$ cat src/rtl/universal_shift_reg_n_if.sv
// Bus bundle for universal_shift_reg_n: mode/data controls in, register state and
// burst status out. The master drives the controls, the slave is the register.
interface universal_shift_reg_n_if #(
   parameter int WIDTH = 8,
   parameter int CW    = $clog2(WIDTH) + 1
);
   logic             ENB;
   logic             DIR;
   logic             S_IN;
   logic [1:0]       MODO;
   logic [WIDTH-1:0] D;
   logic             START;
   logic [CW-1:0]    LEN;
   logic [WIDTH-1:0] Q;
   logic             S_OUT;
   logic             BUSY;
   logic             DONE;

   modport master (
      output ENB, DIR, S_IN, MODO, D, START, LEN,
      input  Q, S_OUT, BUSY, DONE
   );

   modport slave (
      input  ENB, DIR, S_IN, MODO, D, START, LEN,
      output Q, S_OUT, BUSY, DONE
   );
endinterface

$ cat src/rtl/universal_shift_reg_n.sv
// WIDTH-bit universal shift register (shift/rotate/load/hold) with an autonomous
// burst serialiser that loads D and shifts out up to WIDTH bits with BUSY/DONE status.
module universal_shift_reg_n #(
   parameter int WIDTH = 8,
   parameter int CW    = $clog2(WIDTH) + 1
) (
   input logic                  CLK,
   input logic                  RST,
   universal_shift_reg_n_if.slave bus
);

   typedef enum logic {IDLE, BURST} state_t;

   localparam logic [CW-1:0] WIDTH_CW = CW'(WIDTH);
   localparam logic [CW-1:0] ONE_CW   = CW'(1);

   state_t           state, state_n;
   logic [WIDTH-1:0] q, q_n;
   logic [CW-1:0]    cnt, cnt_n;
   logic             ldir, ldir_n;
   logic             done, done_n;
   logic             eff_dir;
   logic [CW-1:0]    len_sat;

   // dir=0 moves toward MSB (new bit enters at LSB), dir=1 moves toward LSB.
   function automatic logic [WIDTH-1:0] shift_q(input logic [WIDTH-1:0] v,
                                                input logic dir, input logic b);
      return dir ? {b, v[WIDTH-1:1]} : {v[WIDTH-2:0], b};
   endfunction

   assign eff_dir = (state == BURST) ? ldir : bus.DIR;
   assign len_sat = (bus.LEN > WIDTH_CW) ? WIDTH_CW : bus.LEN;

   always_comb begin
      state_n = state;
      q_n     = q;
      cnt_n   = cnt;
      ldir_n  = ldir;
      done_n  = 1'b0;
      if (bus.ENB) begin
         unique case (state)
            IDLE: begin
               if (bus.START) begin
                  q_n    = bus.D;
                  ldir_n = bus.DIR;
                  cnt_n  = len_sat;
                  if (len_sat != '0) state_n = BURST;
                  else               done_n  = 1'b1;
               end else begin
                  unique case (bus.MODO)
                     2'b00:   q_n = shift_q(q, bus.DIR, bus.S_IN);
                     2'b01:   q_n = shift_q(q, bus.DIR, bus.DIR ? q[0] : q[WIDTH-1]);
                     2'b10:   q_n = bus.D;
                     default: q_n = q;
                  endcase
               end
            end
            BURST: begin
               q_n   = shift_q(q, ldir, bus.S_IN);
               cnt_n = cnt - ONE_CW;
               if (cnt == ONE_CW) begin
                  state_n = IDLE;
                  done_n  = 1'b1;
               end
            end
            default: state_n = IDLE;
         endcase
      end
   end

   always_ff @(posedge CLK or posedge RST) begin
      if (RST) begin
         state <= IDLE;
         q     <= '0;
         cnt   <= '0;
         ldir  <= 1'b0;
         done  <= 1'b0;
      end else begin
         state <= state_n;
         q     <= q_n;
         cnt   <= cnt_n;
         ldir  <= ldir_n;
         done  <= done_n;
      end
   end

   assign bus.Q     = q;
   assign bus.S_OUT = eff_dir ? q[0] : q[WIDTH-1];
   assign bus.BUSY  = (state == BURST);
   assign bus.DONE  = done;

endmodule

$ cat src/flat_wrapper.sv
// flat-port wrapper written by rule: the top's interface ports become plain ports
module universal_shift_reg_n_flat 
#(
   parameter int WIDTH = 8,
   parameter int CW    = $clog2(WIDTH) + 1
)
  (CLK, RST, bus_ENB, bus_DIR, bus_S_IN, bus_MODO, bus_D, bus_START, bus_LEN, bus_Q, bus_S_OUT, bus_BUSY, bus_DONE);
  universal_shift_reg_n_if #(.WIDTH(WIDTH), .CW(CW)) bus_i ();
  input logic CLK;
  input logic RST;
  input wire logic [$bits(bus_i.ENB)-1:0] bus_ENB;
  input wire logic [$bits(bus_i.DIR)-1:0] bus_DIR;
  input wire logic [$bits(bus_i.S_IN)-1:0] bus_S_IN;
  input wire logic [$bits(bus_i.MODO)-1:0] bus_MODO;
  input wire logic [$bits(bus_i.D)-1:0] bus_D;
  input wire logic [$bits(bus_i.START)-1:0] bus_START;
  input wire logic [$bits(bus_i.LEN)-1:0] bus_LEN;
  output wire logic [$bits(bus_i.Q)-1:0] bus_Q;
  output wire logic [$bits(bus_i.S_OUT)-1:0] bus_S_OUT;
  output wire logic [$bits(bus_i.BUSY)-1:0] bus_BUSY;
  output wire logic [$bits(bus_i.DONE)-1:0] bus_DONE;
  assign bus_i.ENB = bus_ENB;
  assign bus_i.DIR = bus_DIR;
  assign bus_i.S_IN = bus_S_IN;
  assign bus_i.MODO = bus_MODO;
  assign bus_i.D = bus_D;
  assign bus_i.START = bus_START;
  assign bus_i.LEN = bus_LEN;
  assign bus_Q = bus_i.Q;
  assign bus_S_OUT = bus_i.S_OUT;
  assign bus_BUSY = bus_i.BUSY;
  assign bus_DONE = bus_i.DONE;
  universal_shift_reg_n #(.WIDTH(WIDTH), .CW(CW)) u_core (.CLK(CLK), .RST(RST), .bus(bus_i));
endmodule
$ cat config.mk
export PLATFORM = sky130hd
export DESIGN_NAME = universal_shift_reg_n_flat
export DESIGN_NICKNAME = d
export VERILOG_FILES = /design/src/rtl/universal_shift_reg_n_if.sv /design/src/rtl/universal_shift_reg_n.sv /design/src/flat_wrapper.sv
export SDC_FILE = /design/constraint.sdc
export NUM_CORES = 1
export LEC_CHECK = 0
export ABC_AREA = 0
export CAP_MARGIN = 30
export CORE_MARGIN = 8
export CORE_UTILIZATION = 40
export DETAILED_ROUTE_END_ITERATION = 10
export PLACE_DENSITY = 0.69
export SLEW_MARGIN = 20
export SYNTH_ARGS = -nofsm -noshare
export SYNTH_HDL_FRONTEND = slang
export SYNTH_SLANG_ARGS = --single-unit
$ cat constraint.sdc
create_clock -name CLK -period 1.7 [get_ports CLK]
set_input_delay 0.51 -clock CLK [delete_from_list [all_inputs] [get_ports CLK]]
set_output_delay 0.51 -clock CLK [all_outputs]
set_load 0.02 [all_outputs]
==> flow_summary.toml, run 1 <==
[outcome]
outcome = "finished, violations left"
violations = "negative setup slack"

[pwr]
power_density_nw_per_um2 = 1427
vdd_ir_drop_max_mv = 1.113
leakage_nw = 0.7970

[route]
wl_per_cell_um = 16.44
wl_um = 3338
drc = 0
drt_pass1_iterations = 4
drt-vias-per-instance = 5.478
num_vias = 1112
drtAntennaViolNets = 0
detail_route.iter0.violations = 101

[min_path]
hp-class = "in -> async"

[setup_path]
crit_fanout = 2
end_kind = "primary output"
critPathLaunchType = "register"
cpLargestDelayFamily = "multiplexers"
slowest_stage = "dfrtp_2"
crit_required_ns = 1.19
critical_path_class = "reg -> out"
crit_path_cell_trace = "mux2i_1, mux2_4, buf_6"
regToRegStartpoint = "u_core.bus.BUSY"
worstPathArrival_ns = 1.37
reg2reg_depth = 7
crit_buf_inv = 1
worstSetupStartpoint = "u_core.bus.BUSY"
reg2reg_to = "u_core.bus.Q[7]"
r2r_setup_slack_ns = -0.11
slowest_delay_ns = 0.43

[yosys]
synth_enable_flop_cells = 0
yosysTopAreaCell = "dfrtp_1"
synth.area.top_cells = "dfrtp_1, mux2_2, a222oi_1, ha_1, o21ai_0"
synthTopCellsByCount = "mux2_2, dfrtp_1, nand2_1, o21ai_0, inv_1"
synth_warnings = 0
synth_nets = 139
syn-cell-area_um2 = 1095
synth_flop_cell = "dfrtp_1"
yosysSeqAreaShare_pct = 34.29
synthCells = 114
avgSynthCellArea_um2 = 9.604
synth_top_cell_area_share_pct = 34.29
async_flop_share_pct = 100.0
yosysMostFrequentCell = "mux2_2"
synth_seq_cells = 15
synth.distinct_cells = 31

[placement]
place_ws_ns = -0.7699
dp_hpwl_um = 2318
place_congestion = 0.8739
io_buffer_count = 30

[clock_network]
root_buffer = "clkbuf_4"
htreeDepth = 1
cts_tree = "built"
clk_pin_slew_ns = 0.10
worstSkewPairLatency_ns = 0.30
clockBufferDepth = 2
cts.sinks = 15
cts_buffers = 3

[timing]
finalCritPeriodShare_pct = 110.7
rsz0062_at_grt = "yes"
report.final.slew_viol_count = 0
worst_slack_ns = -0.1821
skew_ns = 0.003219
finalSetupViolCount = 9
fin_crit_ns = 1.882
fmax_mhz = 531.3
setup_tns_ns = -0.6169
final_hold_viol_count = 0
relSlewSlack_pct = 73.84
worst_pin_slew_ns = 0.3910

[floorplanning]
core_um2 = 2686
ios = 31
dieArea_um2 = 4667
fp.dieH_um = 68.32
start_util_pct = 40.75
rows = 19
dieWidth_um = 68.32

[cells_and_area]
area_growth_pct = 57.94
drive_gt1_share_pct = 38.37
nets = 198
antennaDiodeCount = 0

[global_route]
grt_pass1_wl_um = 5050
antenna_found_initial = 0
grt_max_degree = 23
grt.overflow.total = 0
grt_use_total_pct = 14.00
grt_pass1_vias = 1114

[job]
maxCapViolations = 0
-- worst register-to-register path, delay by kind of cell, from the launching register on --
kind                   cells  cell delay [ns]
buffers and inverters      3             0.48
flip-flops                 1             0.43
AND/OR/NAND/NOR            2             0.40
AO/OA/AOI/OAI              2             0.39
-- routing by layer --
layer	track usage [%]	share of wire, %	vias up
met5	0	0	-
met4	2.813	1.3	0
met3	4.419	5.2	4
met2	24.27	50	31
met1	16.59	43	533
li1	-	-	544
-- flip-flops by register name, indices dropped and copies added (netlist names) --
register / flops
u_core.bus.Q: 8
u_core.cnt: 4
u_core.bus.BUSY: 1
u_core.bus.DONE: 1
u_core.ldir: 1
-- layout by cell type (no fill, tap or decap), types with 2 or more instances in the layout --
master,n
a21oi_1,6
a21oi_2,2
a222oi_1,7
buf_4,25
buf_6,4
clkbuf_2,2
clkbuf_4,3
clkdlybuf4s50_1,15
dfrtp_1,14
dlygate4sd2_1,10
ha_1,3
inv_1,7
inv_2,2
mux2_2,15
mux2i_1,2
nand2_1,11
nor2_1,5
nor2b_1,2
nor3_1,2
o21ai_0,4
o21ai_1,8
-- cell families (layout without fill, tap and decap cells) --
logic type / after synthesis / in the layout / synth area share, %
AO/OA/AOI/OAI: 34 / 34 / 23.09
adder cells (fa/ha/maj): 5 / 5 / 5.714
buffers and inverters: 14 / 72 / 6.057
flip-flops: 15 / 15 / 34.29
multiplexers: 18 / 18 / 18.29
AND/OR/NAND/NOR: 28 / 28 / 12.57
-- how the worst max path moves through the flow --
stage / end / slack, ns / cells after the start
2_1_floorplan: bus_S_OUT / 0.0002 / 3
3_3_place_gp: bus_S_OUT / -0.76 / 4
3_5_place_dp: bus_S_OUT / -0.77 / 4
4_1_cts: bus_S_OUT / -0.21 / 3
5_1_grt: bus_S_OUT / -0.24 / 3
6_report: bus_S_OUT / -0.18 / 3
-- stage by stage --
stage | area (µm²) | hold WS (ns) | utilization (%) | instances | power, mW
2_1_floorplan | 1111 | 0.4114 | - | 114 | 1.521
3_3_place_gp | 1588 | 0.5500 | 59.11 | 193 | 2.057
3_5_place_dp | 1588 | 0.5608 | 59.11 | 193 | 2.096
4_1_cts | 1659 | 0.5118 | 61.76 | 197 | 2.320
5_1_grt | 1729 | 0.5188 | 64.37 | 203 | 2.637
6_report | 1729 | 0.4994 | 64.37 | 203 | 2.467
-- power by group --
part           switching (mW)  internal (mW)
combinational           0.738          0.824
clock                   0.138         0.0899
sequential              0.163          0.514
-- layout make-up --
cell class	count	area, µm²
Clock buffer	3	22.52
Clock inverter	1	7.507
Fill cell	226	957.2
Inverter	9	33.78
Multi-Input combinational cell	85	711.9
Sequential cell	15	376.6
Tap cell	31	38.79
Timing Repair Buffer	59	538.0
-- repair_timing --
item | in CTS | in global routing
hold buffers | 0 | 0
gates resized for setup | 36 | 17
buffers inserted | 0 | 4
endpoints found under the setup margin | 19 | 11
pin swaps | 2 | 3
cloned | 0 | 2
Power figures use the tool's default switching activity.
==> run 2, diff against run 1 <==
CAP_MARGIN = 10   (was 30)
==> results of run 2 <==
Same layout as run 1: the final DEF is identical, and so are final timing and power.
